<file path="config.mk">
export PLATFORM = sky130hd
export DESIGN_NAME = pb_seg7_scan_flat
export DESIGN_NICKNAME = d
export VERILOG_FILES = /design/src/rtl/pb_seg7_scan_pkg.sv /design/src/rtl/pb_seg7_scan_if.sv /design/src/rtl/pb_seg7_scan_seg7_hex_decoder.sv /design/src/rtl/pb_seg7_scan.sv /design/src/flat_wrapper.sv
export SDC_FILE = /design/constraint.sdc
export NUM_CORES = 1
export LEC_CHECK = 0
export BUFFER_PORTS_ARGS = -buffer_cell sky130_fd_sc_hd__buf_2
export CORE_MARGIN = 10
export CORE_UTILIZATION = 45
export CTS_CLUSTER_DIAMETER = 80
export DETAILED_ROUTE_END_ITERATION = 10
export GPL_TIMING_DRIVEN = 0
export PLACE_DENSITY = 0.71
export SLEW_MARGIN = 20
export SYNTH_ARGS = -nofsm -noshare
export SYNTH_HDL_FRONTEND = slang
export SYNTH_SLANG_ARGS = --single-unit
</file>
<file path="constraint.sdc">
create_clock -name clk -period 2.6 [get_ports clk]
set_clock_uncertainty 0.2 [all_clocks]
set_input_delay 0 -clock clk [delete_from_list [all_inputs] [get_ports clk]]
set_output_delay 0 -clock clk [all_outputs]
set_load 0.005 [all_outputs]
</file>
<file path="src/rtl/pb_seg7_scan_pkg.sv">
// Shared constants for the PicoBlaze-style 4-digit seven-segment scanner:
// register offsets, CTRL bit positions, scan state type and segment patterns.
package pb_seg7_scan_pkg;

  localparam int NUM_DIGITS = 4;

  localparam logic [7:0] OFF_DIGIT0 = 8'd0;
  localparam logic [7:0] OFF_DIGIT1 = 8'd1;
  localparam logic [7:0] OFF_DIGIT2 = 8'd2;
  localparam logic [7:0] OFF_DIGIT3 = 8'd3;
  localparam logic [7:0] OFF_CTRL   = 8'd4;
  localparam logic [7:0] OFF_STATUS = 8'd5;
  localparam logic [7:0] OFF_BRIGHT = 8'd6;

  localparam int CTRL_ENABLE_BIT = 0;
  localparam int CTRL_RAW_BIT    = 1;
  localparam int CTRL_BLANK_LSB  = 4;

  typedef enum logic {
    ST_IDLE = 1'b0,
    ST_SCAN = 1'b1
  } scan_state_t;

  // Active-low {g,f,e,d,c,b,a}; the decimal point is added by the caller.
  localparam logic [6:0] SEG7_LUT [16] = '{
    7'h40, 7'h79, 7'h24, 7'h30, 7'h19, 7'h12, 7'h02, 7'h78,
    7'h00, 7'h10, 7'h08, 7'h03, 7'h46, 7'h21, 7'h06, 7'h0E
  };

  function automatic logic [3:0] anode_onehot_n(input logic [1:0] idx);
    return ~(4'b0001 << idx);
  endfunction

endpackage

</file>
<file path="src/rtl/pb_seg7_scan_if.sv">
// CPU port bus seen by the scanner: port_id/data_in/strobes in, data_out back.
interface pb_seg7_scan_if;

  // Strobes are single-cycle qualifiers with no backpressure: a write lands on
  // the edge where write_strobe=1; read data is valid the cycle after
  // read_strobe=1 and is 8'h00 otherwise so it can be ORed onto a shared bus.
  logic [7:0] port_id;
  logic [7:0] data_in;
  logic       write_strobe;
  logic       read_strobe;
  logic [7:0] data_out;

  modport master (
    output port_id, data_in, write_strobe, read_strobe,
    input  data_out
  );

  modport slave (
    input  port_id, data_in, write_strobe, read_strobe,
    output data_out
  );

endinterface

</file>
<file path="src/rtl/pb_seg7_scan_seg7_hex_decoder.sv">
// Combinational hex nibble to active-low 7-segment pattern {g..a}.
module seg7_hex_decoder
  import pb_seg7_scan_pkg::*;
(
    input  logic [3:0] i_hex,
    output logic [6:0] o_seg
);

    assign o_seg = SEG7_LUT[i_hex];

endmodule

</file>
<file path="src/rtl/pb_seg7_scan.sv">
// Four-digit multiplexed seven-segment driver behind a CPU port window.
// Optional PWM brightness register enabled with `define PB_SEG7_BRIGHTNESS_EN.
module pb_seg7_scan
  import pb_seg7_scan_pkg::*;
#(
    parameter logic [7:0] BASE_ADDRESS = 8'h10,
    parameter int         SCAN_DIV     = 50000
) (
    input  logic                 clk,
    input  logic                 reset,
    pb_seg7_scan_if.slave        bus,
    output logic [3:0]           anode,
    output logic [7:0]           cathode,
    output scan_state_t          o_dbg_state
);

    localparam int              PW        = (SCAN_DIV > 1) ? $clog2(SCAN_DIV) : 1;
    localparam logic [PW-1:0]   PRESC_MAX = PW'(SCAN_DIV - 1);

    logic [7:0]    r_digit [NUM_DIGITS];
    logic [7:0]    r_ctrl;
    logic [7:0]    r_dout;
    logic [PW-1:0] r_presc;
    logic [1:0]    r_idx;
    logic [3:0]    r_anode;
    logic [7:0]    r_cathode;
    scan_state_t   r_state;
    scan_state_t   w_next_state;

    logic [7:0]    w_off;
    logic          w_wr_ctrl;
    logic [7:0]    w_sel;
    logic [6:0]    w_seg;
    logic [3:0]    w_blank_mask;
    logic          w_blank;
    logic          w_lit;
    logic [3:0]    w_anode;
    logic [7:0]    w_cathode;
    logic [7:0]    w_rd_data;

    assign w_off     = bus.port_id - BASE_ADDRESS;
    assign w_wr_ctrl = bus.write_strobe && (w_off == OFF_CTRL);

    always_ff @(posedge clk or negedge reset) begin
        if (!reset) begin
            for (int i = 0; i < NUM_DIGITS; i++) r_digit[i] <= 8'h00;
            r_ctrl <= 8'h00;
        end else if (bus.write_strobe) begin
            case (w_off)
                OFF_DIGIT0: r_digit[0] <= bus.data_in;
                OFF_DIGIT1: r_digit[1] <= bus.data_in;
                OFF_DIGIT2: r_digit[2] <= bus.data_in;
                OFF_DIGIT3: r_digit[3] <= bus.data_in;
                OFF_CTRL:   r_ctrl     <= bus.data_in;
                default:    ;
            endcase
        end
    end

`ifdef PB_SEG7_BRIGHTNESS_EN
    logic [3:0]  r_bright;
    logic [31:0] w_level;

    always_ff @(posedge clk or negedge reset) begin
        if (!reset) begin
            r_bright <= 4'hF;
        end else if (bus.write_strobe && (w_off == OFF_BRIGHT)) begin
            r_bright <= bus.data_in[3:0];
        end
    end

    // Lit for the leading portion of each slot, in 1/16ths of the slot.
    assign w_level = (32'(r_presc) << 4) / 32'(SCAN_DIV);
    assign w_lit   = (w_level <= {28'd0, r_bright});
`else
    assign w_lit = 1'b1;
`endif

    // The state tracks ENABLE in the same cycle the CTRL write lands.
    always_comb begin
        w_next_state = r_state;
        if (w_wr_ctrl) begin
            w_next_state = bus.data_in[CTRL_ENABLE_BIT] ? ST_SCAN : ST_IDLE;
        end
    end

    always_ff @(posedge clk or negedge reset) begin
        if (!reset) begin
            r_state <= ST_IDLE;
        end else begin
            r_state <= w_next_state;
        end
    end

    // Counting only while staying in SCAN keeps a fresh enable at index 0, prescaler 0.
    always_ff @(posedge clk or negedge reset) begin
        if (!reset) begin
            r_presc <= '0;
            r_idx   <= 2'd0;
        end else if ((r_state == ST_IDLE) || (w_next_state == ST_IDLE)) begin
            r_presc <= '0;
            r_idx   <= 2'd0;
        end else if (r_presc == PRESC_MAX) begin
            r_presc <= '0;
            r_idx   <= r_idx + 2'd1;
        end else begin
            r_presc <= r_presc + 1'b1;
        end
    end

    assign w_sel        = r_digit[r_idx];
    assign w_blank_mask = r_ctrl[CTRL_BLANK_LSB +: 4];
    assign w_blank      = w_blank_mask[r_idx];

    seg7_hex_decoder u_hex_dec (
        .i_hex (w_sel[3:0]),
        .o_seg (w_seg)
    );

    always_comb begin
        w_anode   = 4'hF;
        w_cathode = 8'hFF;
        if (r_state == ST_SCAN) begin
            if (!w_blank && w_lit) begin
                w_anode = anode_onehot_n(r_idx);
            end
            w_cathode = r_ctrl[CTRL_RAW_BIT] ? ~w_sel : {~w_sel[7], w_seg};
        end
    end

    always_ff @(posedge clk or negedge reset) begin
        if (!reset) begin
            r_anode   <= 4'hF;
            r_cathode <= 8'hFF;
        end else begin
            r_anode   <= w_anode;
            r_cathode <= w_cathode;
        end
    end

    always_comb begin
        w_rd_data = 8'h00;
        case (w_off)
            OFF_DIGIT0: w_rd_data = r_digit[0];
            OFF_DIGIT1: w_rd_data = r_digit[1];
            OFF_DIGIT2: w_rd_data = r_digit[2];
            OFF_DIGIT3: w_rd_data = r_digit[3];
            OFF_CTRL:   w_rd_data = r_ctrl;
            OFF_STATUS: w_rd_data = {5'd0, (r_state == ST_SCAN), r_idx};
`ifdef PB_SEG7_BRIGHTNESS_EN
            OFF_BRIGHT: w_rd_data = {4'd0, r_bright};
`endif
            default:    w_rd_data = 8'h00;
        endcase
    end

    // Read data is sampled before any same-cycle write takes effect.
    always_ff @(posedge clk or negedge reset) begin
        if (!reset) begin
            r_dout <= 8'h00;
        end else begin
            r_dout <= bus.read_strobe ? w_rd_data : 8'h00;
        end
    end

    assign bus.data_out = r_dout;
    assign anode        = r_anode;
    assign cathode      = r_cathode;
    assign o_dbg_state  = r_state;

endmodule

</file>
<file path="src/flat_wrapper.sv">
// flat-port wrapper written by rule: the top's interface ports become plain ports
module pb_seg7_scan_flat import pb_seg7_scan_pkg::*;
#(
    parameter logic [7:0] BASE_ADDRESS = 8'h10,
    parameter int         SCAN_DIV     = 50000
)
  (clk, reset, anode, cathode, o_dbg_state, bus_port_id, bus_data_in, bus_write_strobe, bus_read_strobe, bus_data_out);
  pb_seg7_scan_if bus_i ();
  input  logic clk;
  input  logic reset;
  output logic [3:0] anode;
  output logic [7:0] cathode;
  output scan_state_t o_dbg_state;
  input wire logic [$bits(bus_i.port_id)-1:0] bus_port_id;
  input wire logic [$bits(bus_i.data_in)-1:0] bus_data_in;
  input wire logic [$bits(bus_i.write_strobe)-1:0] bus_write_strobe;
  input wire logic [$bits(bus_i.read_strobe)-1:0] bus_read_strobe;
  output wire logic [$bits(bus_i.data_out)-1:0] bus_data_out;
  assign bus_i.port_id = bus_port_id;
  assign bus_i.data_in = bus_data_in;
  assign bus_i.write_strobe = bus_write_strobe;
  assign bus_i.read_strobe = bus_read_strobe;
  assign bus_data_out = bus_i.data_out;
  pb_seg7_scan #(.BASE_ADDRESS(BASE_ADDRESS), .SCAN_DIV(SCAN_DIV)) u_core (.clk(clk), .reset(reset), .bus(bus_i), .anode(anode), .cathode(cathode), .o_dbg_state(o_dbg_state));
endmodule
</file>
# Yosys cells after proc, flatten, opt, wreduce, memory -nomap -nowiden
# Memory sizes are Yosys's and may differ from the RTL's.
# Index checks and enable logic that the tools add are counted.
[word_totals]
ff_bits = 79
romBits = 112
input_bits = 20
out_inout_bits = 21
wordCells = 60
mem_count = 1
[memory_table]
columns = ["memory", "words", "word_bits", "rd", "rd_ports_with_merged_regs", "write_ports", "line_no", "text"]
rows = [
  ["(name not given)", 16, 7, 1, 0, 0, "pb_seg7_scan_seg7_hex_decoder.sv:9", "assign o_seg = SEG7_LUT[i_hex];"],
]
[op_classes]
add_sub_neg = 3
n_lt_le_gt_ge = 3
eq_ne = 6
shifts = 1
n_mux = 19
bitwise_logic = 7
reduce_logical = 9
[ops]
columns = ["operator", "n"]
rows = [
  ["$pmux W8 S6", 1],
  ["$mux W8", 5],
  ["$mux W16", 2],
  ["$add A16 B1 Y16 const B", 1],
  ["$bmux W8 S2", 1],
  ["$eq A16 B16 Y1 const B", 1],
  ["$eq A8 B2 Y1 const B", 2],
  ["$eq A8 B3 Y1 const B", 2],
  ["$mux W7", 2],
  ["$reduce_and A2 Y1", 5],
  ["$eq A8 B1 Y1 const B", 1],
  ["$logic_not A8 Y1", 1],
  ["$mux W4", 2],
  ["$not A8 Y8", 1],
  ["$sub A8 B5 Y8 const B", 1],
  ["$ge A5 B5 Y1 const B", 1],
  ["$not A4 Y5", 1],
  ["$mux W2", 2],
  ["$not A4 Y4", 1],
  ["$shl A1 B2 Y4 const A", 1],
  ["$ge A3 B3 Y1 const B", 1],
  ["$lt A2 B3 Y1 const B", 1],
  ["$mux W1", 3],
  ["$not A1 Y1", 3],
  ["6 further kinds", 6],
]

# Longest topological paths before layout
[depth]
depth_word = 10
depth_mapped = 8
depth_no_buf = 7

# Modules after synthesis
# A second synthesis with hierarchy kept.
[hier_totals]
hier_cells = 331
area_unflattened_um2 = 3992.6
[by_module_without_submodules]
columns = ["mod", "n_inst", "cells_each", "area_per_inst_um2", "seq_area_each_um2"]
rows = [
  ["pb_seg7_scan", 1, 295, 3736.1, 1991.9],
  ["seg7_hex_decoder", 1, 36, 256.5, 0.0],
]

# Worst setup path before layout
# No wires, ideal clock.
[synth_path]
path_type = "flip-flop to flip-flop"
startpoint = "register u_core.r_idx[0]"
endpoint = "register u_core.r_cathode[5] (netlist: u_core.cathode[5])"
setup_time_ps = 111
arrival_ps = 2018
t_required_ps = 2289
setup_slack_ps = 271
stages_incl_launch_ff = 8
n_path_buf = 1
period_less_slack_ps = 2329
path_cell_list = "dfrtp_1 buf_6 mux4_1 inv_1 ha_1 inv_1 o31a_1 o311ai_0"
[synth_via]
elab_chain_len = 10
elab_cells_between_ends = 11
cone_classes = "mux: 7; bitwise: 3; memory: 1"
[synth_rtl]
columns = ["element", "line_no", "text"]
rows = [
  ["from (decl)", "pb_seg7_scan.sv:24", "logic [1:0] r_idx;"],
  ["from (signal assigned)", "pb_seg7_scan.sv:105", "r_idx <= r_idx + 2'd1;"],
  ["$not A2 Y3 (not written as such) *", "pb_seg7_scan.sv:111", "assign w_sel = r_digit[r_idx];"],
  ["$bmux W8 S2 *", "pb_seg7_scan.sv:111", ""],
  ["$mux W8 (not written as such) * (2 in a row)", "pb_seg7_scan.sv:111", ""],
  ["$not A4 Y5 (not written as such)", "pb_seg7_scan_seg7_hex_decoder.sv:9", ""],
  ["$mem_v2 Z16 W7", "--", ""],
  ["$mux W7 (not written as such) (2 in a row)", "pb_seg7_scan_seg7_hex_decoder.sv:9", ""],
  ["$mux W8 *", "pb_seg7_scan.sv:127", "w_cathode = r_ctrl[CTRL_RAW_BIT] ? ~w_sel : {~w_sel[7], w_seg};"],
  ["$mux W8 *", "pb_seg7_scan.sv:123", "if (r_state == ST_SCAN) begin"],
  ["net u_core.w_cathode[5]", "pb_seg7_scan.sv:38", "logic [7:0] w_cathode;"],
  ["to (signal assigned)", "pb_seg7_scan.sv:137", "r_cathode <= w_cathode;"],
  ["to (decl)", "pb_seg7_scan.sv:26", "logic [7:0] r_cathode;"],
]
# Mark *: on every way through the listed nets, which the timed path passes. The rest lies on a longest branch. The select of a mux whose other input is x is not followed.
# A chain may end at the register's enable or synchronous reset.

# Worst setup path after layout
[layout_path]
startpoint = "register u_core.r_idx[0]"
endpoint = "register u_core.r_cathode[4] (netlist: u_core.cathode[4])"
# The elaborated chain is that of the path after synthesis.

==> out/metrics.yaml <==
die:
  rows: 34
  dieArea_um2: 13300
  io_pins: 41
  core_area_um2: 8810
  start_util_pct: 46.5
  die_h_um: 115
  die_w_um: 115
power:
  p_comb_share_pct: 8.4
  switching_share_pct: 22.6
  totalPowerFinal_mw: 2.63
  switchingPower_mw: 0.595
  p_leak_nw: 2.14
  power_density_nw_per_um2: 547
  vdd_ir_drop_max_mv: 0.234
  power_frac_clock_pct: 42.4
  p_int_mw: 2.04
  p_seq_share_pct: 49.2
critical_path:
  cp-end-kind: "flip-flop"
  crit_type: "reg -> reg"
  worstPathMaxFanout: 10
  setup.worst_path.start_class: "flip-flop"
  r2r_setup_slack_ps: 110
  arrival_ps: 2550
  slowest_stage: "mux4_2"
  reg2reg_to: "u_core.cathode[4]$_DFF_PN1_"
  worstPathCellList: "buf_6 -> mux4_2 -> inv_1 -> ha_1 -> inv_1 -> mux2_2 -> a221oi_2 -> a31oi_1"
  slowest_delay_ps: 590
  critical_path_required_ps: 2670
  reg2reg_from: "u_core.r_idx[0]$_DFFE_PN0P_"
  cpMostUsedCell: "inv_1"
  rr_worst_depth: 8
logic_synthesis:
  avgSynthCellArea_um2: 12.6
  synth_top_area_cell: "dfrtp_1"
  synth.top_cells.by_count: "dfrtp_1, mux2_2, nor2_1, nor3_1"
  ys_seq_elements: 79
  synthCells: 325
  yosys.area.top_type_share_pct: 41.0
  async_flop_share_pct: 100
  netlist_area_um2: 4090
  synthFlopType: "dfrtp_1"
  synth-seq-area-share_pct: 48.7
  synth_edf_count: 0
  yosysUniqueCellTypes: 58
  synth_most_common_cell: "dfrtp_1"
  yosys_warnings: 0
  ys_top_cells_by_area: "dfrtp_1, mux2_2, dfstp_2, mux4_1, mux2i_1"
  syn_nets: 356
min_path:
  min_path_cells: 4
  hold_end: "u_core.bus.data_out[5]$_DFF_PN0_"
  holdCritStartpoint: "bus_port_id[5]"
  hp-class: "in -> reg"
clocking:
  numCtsBuffers: 9
  cts_buffer_depth: 2
  clkLatencyLatePin_ps: 350
  cts.htree.levels: 3
  post_cts_buffers: 0
  cts.sinks: 79
  cts_root_buf: "clkbuf_8"
  cts_tree: "built"
  clk_pin_slew_worst_paths_ps: 90
placed_design:
  portBuffers: 39
  hpwl_um: 6290
  routabilityCongestion: 0.827
timing:
  post-route-min-period_ps: 2490
  rsz0062_at_grt: "no"
  slew_headroom_pct: 59.3
  setup_viol: 0
  final.setup.tns_ps: 0
  min_period_over_period_pct: 95.6
  worstMarginPinSlew_ps: 610
  drv_slew: 0
  report.final.hold_viol_count: 0
  max_freq_ghz: 0.402
final_layout:
  diodes: 0
  final_nets: 420
  area_growth_pct: 17.6
  drive_gt1_share_pct: 35.3
global_routing:
  grt_pass1_vias: 2857
  grt_antenna_before_repair: 0
  grt_max_degree: 45
  grt.overflow.total: 0
  grt_pass1_wl_um: 14800
  gr-usage-all-layers_pct: 14.0
routing:
  drtIter0Drc: 177
  viasPerCell: 5.69
  wl_per_cell_um: 17.9
  drc: 0
  drtPass1Iterations: 4
  routed_wl_um: 8980
  drtAntennaViolNets: 0
  vias: 2855
status:
  status: "complete, no violations"
flow_run:
  cap_viol_max_count: 0
-- sequential cells by signal (all words and copies together) (netlist names) --
register,count
u_core.r_digit,32
u_core.r_presc,16
u_core.bus.data_out,8
u_core.cathode,8
u_core.r_ctrl,8
u_core.anode,4
u_core.r_idx,2
u_core.o_dbg_state,1
-- through the flow --
step / util [%] / std cells / area [µm²] / hold WS [ps] / worst slack (ps)
after CTS: 54.7 / 502 / 4820 / 16.9 / 41.9
after detailed placement: 50.5 / 473 / 4440 / -209 / -51.5
after global routing: 54.6 / 502 / 4810 / 30.8 / 6.67
final: 54.6 / 502 / 4810 / 15.0 / 114
after global placement: 50.2 / 472 / 4420 / 90.2 / 37.2
after floorplan: - / 325 / 4090 / -496 / 271
-- how the worst max path moves through the flow --
stage | from | endpoint | slack, ps | cells after the start
2_1_floorplan | u_core.r_idx[0]$_DFFE_PN0P_ | u_core.cathode[5]$_DFF_PN1_ | 270 | 7
3_3_place_gp | u_core.r_idx[0]$_DFFE_PN0P_ | u_core.cathode[5]$_DFF_PN1_ | 40 | 7
3_5_place_dp | u_core.r_idx[0]$_DFFE_PN0P_ | u_core.cathode[5]$_DFF_PN1_ | -50 | 7
4_1_cts | u_core.r_idx[0]$_DFFE_PN0P_ | u_core.cathode[4]$_DFF_PN1_ | 40 | 8
5_1_grt | u_core.r_idx[0]$_DFFE_PN0P_ | u_core.cathode[4]$_DFF_PN1_ | 7 | 8
6_report | u_core.r_idx[0]$_DFFE_PN0P_ | u_core.cathode[4]$_DFF_PN1_ | 110 | 8
-- per-layer routing --
metal,vias up,GRT usage [%],share of wire (%)
met4,0,5.57,1.9
met1,1447,17.5,45
li1,1329,-,-
met2,62,23.1,49
met5,-,0,0
met3,17,2.92,4.1
-- worst max-delay path: cells and delay by family (launching register included) --
family	cells	cell delay (ps)
buf+inv	3	400
flops	1	440
mux	2	860
fa+ha+maj	1	170
compound gates	2	330
-- cell families (layout without fill, tap and decap cells) --
family                     count (synthesis)  in the layout  synth area share (%)
adders and majority gates                 11             11                  3.36
and+or+nand+nor                           90             90                  12.0
xor gates and xnor gates                  12             12                  2.57
DFF                                       79             79                  48.7
AOI/OAI and AO/OA                         36             36                  6.51
buffers and inverters                     27             96                  3.76
muxes                                     70             70                  23.1
-- area by class of cell --
cell class / instances / area (µm²)
Fill cell: 746 / 3990
Inverter: 14 / 52.6
Sequential cell: 79 / 1990
Clock inverter: 6 / 108
Timing Repair Buffer: 53 / 343
Tap cell: 108 / 135
Clock buffer: 10 / 138
Buffer: 13 / 101
Multi-Input combinational cell: 219 / 1940
-- power groups by stage --
stage	Combinational (mW)	Sequential, mW	Clock, mW
after floorplan	0.123	1.31	0
after global placement	0.198	1.31	0
after detailed placement	0.207	1.32	0
after CTS	0.225	1.29	1.13
after global routing	0.247	1.30	1.18
final	0.222	1.29	1.12
-- timing repair --
| action | in CTS | in global routing |
|---|---|---|
| hold buffers | 13 | 0 |
| gates resized for setup | 1 | 1 |
| endpoints found under the setup margin | 1 | 3 |
| hold endpoints to repair | 127 | 0 |
-- layout by cell type, fill, tap and decap left out, types with 6 or more instances in the layout --
cell type / Yosys / routed
a21oi_1: 9 / 9
buf_2: 5 / 44
clkbuf_8: 0 / 10
dfrtp_1: 67 / 66
dfstp_2: 12 / 12
dlygate4sd3_1: 0 / 12
ha_1: 11 / 11
inv_1: 14 / 14
mux2_2: 42 / 42
mux2i_1: 14 / 14
mux4_1: 8 / 7
mux4_2: 5 / 6
nand2_1: 11 / 11
nand3_1: 10 / 10
nor2_1: 21 / 21
nor3_1: 18 / 18
xnor2_1: 11 / 11
(Power assumes the default switching activity.)
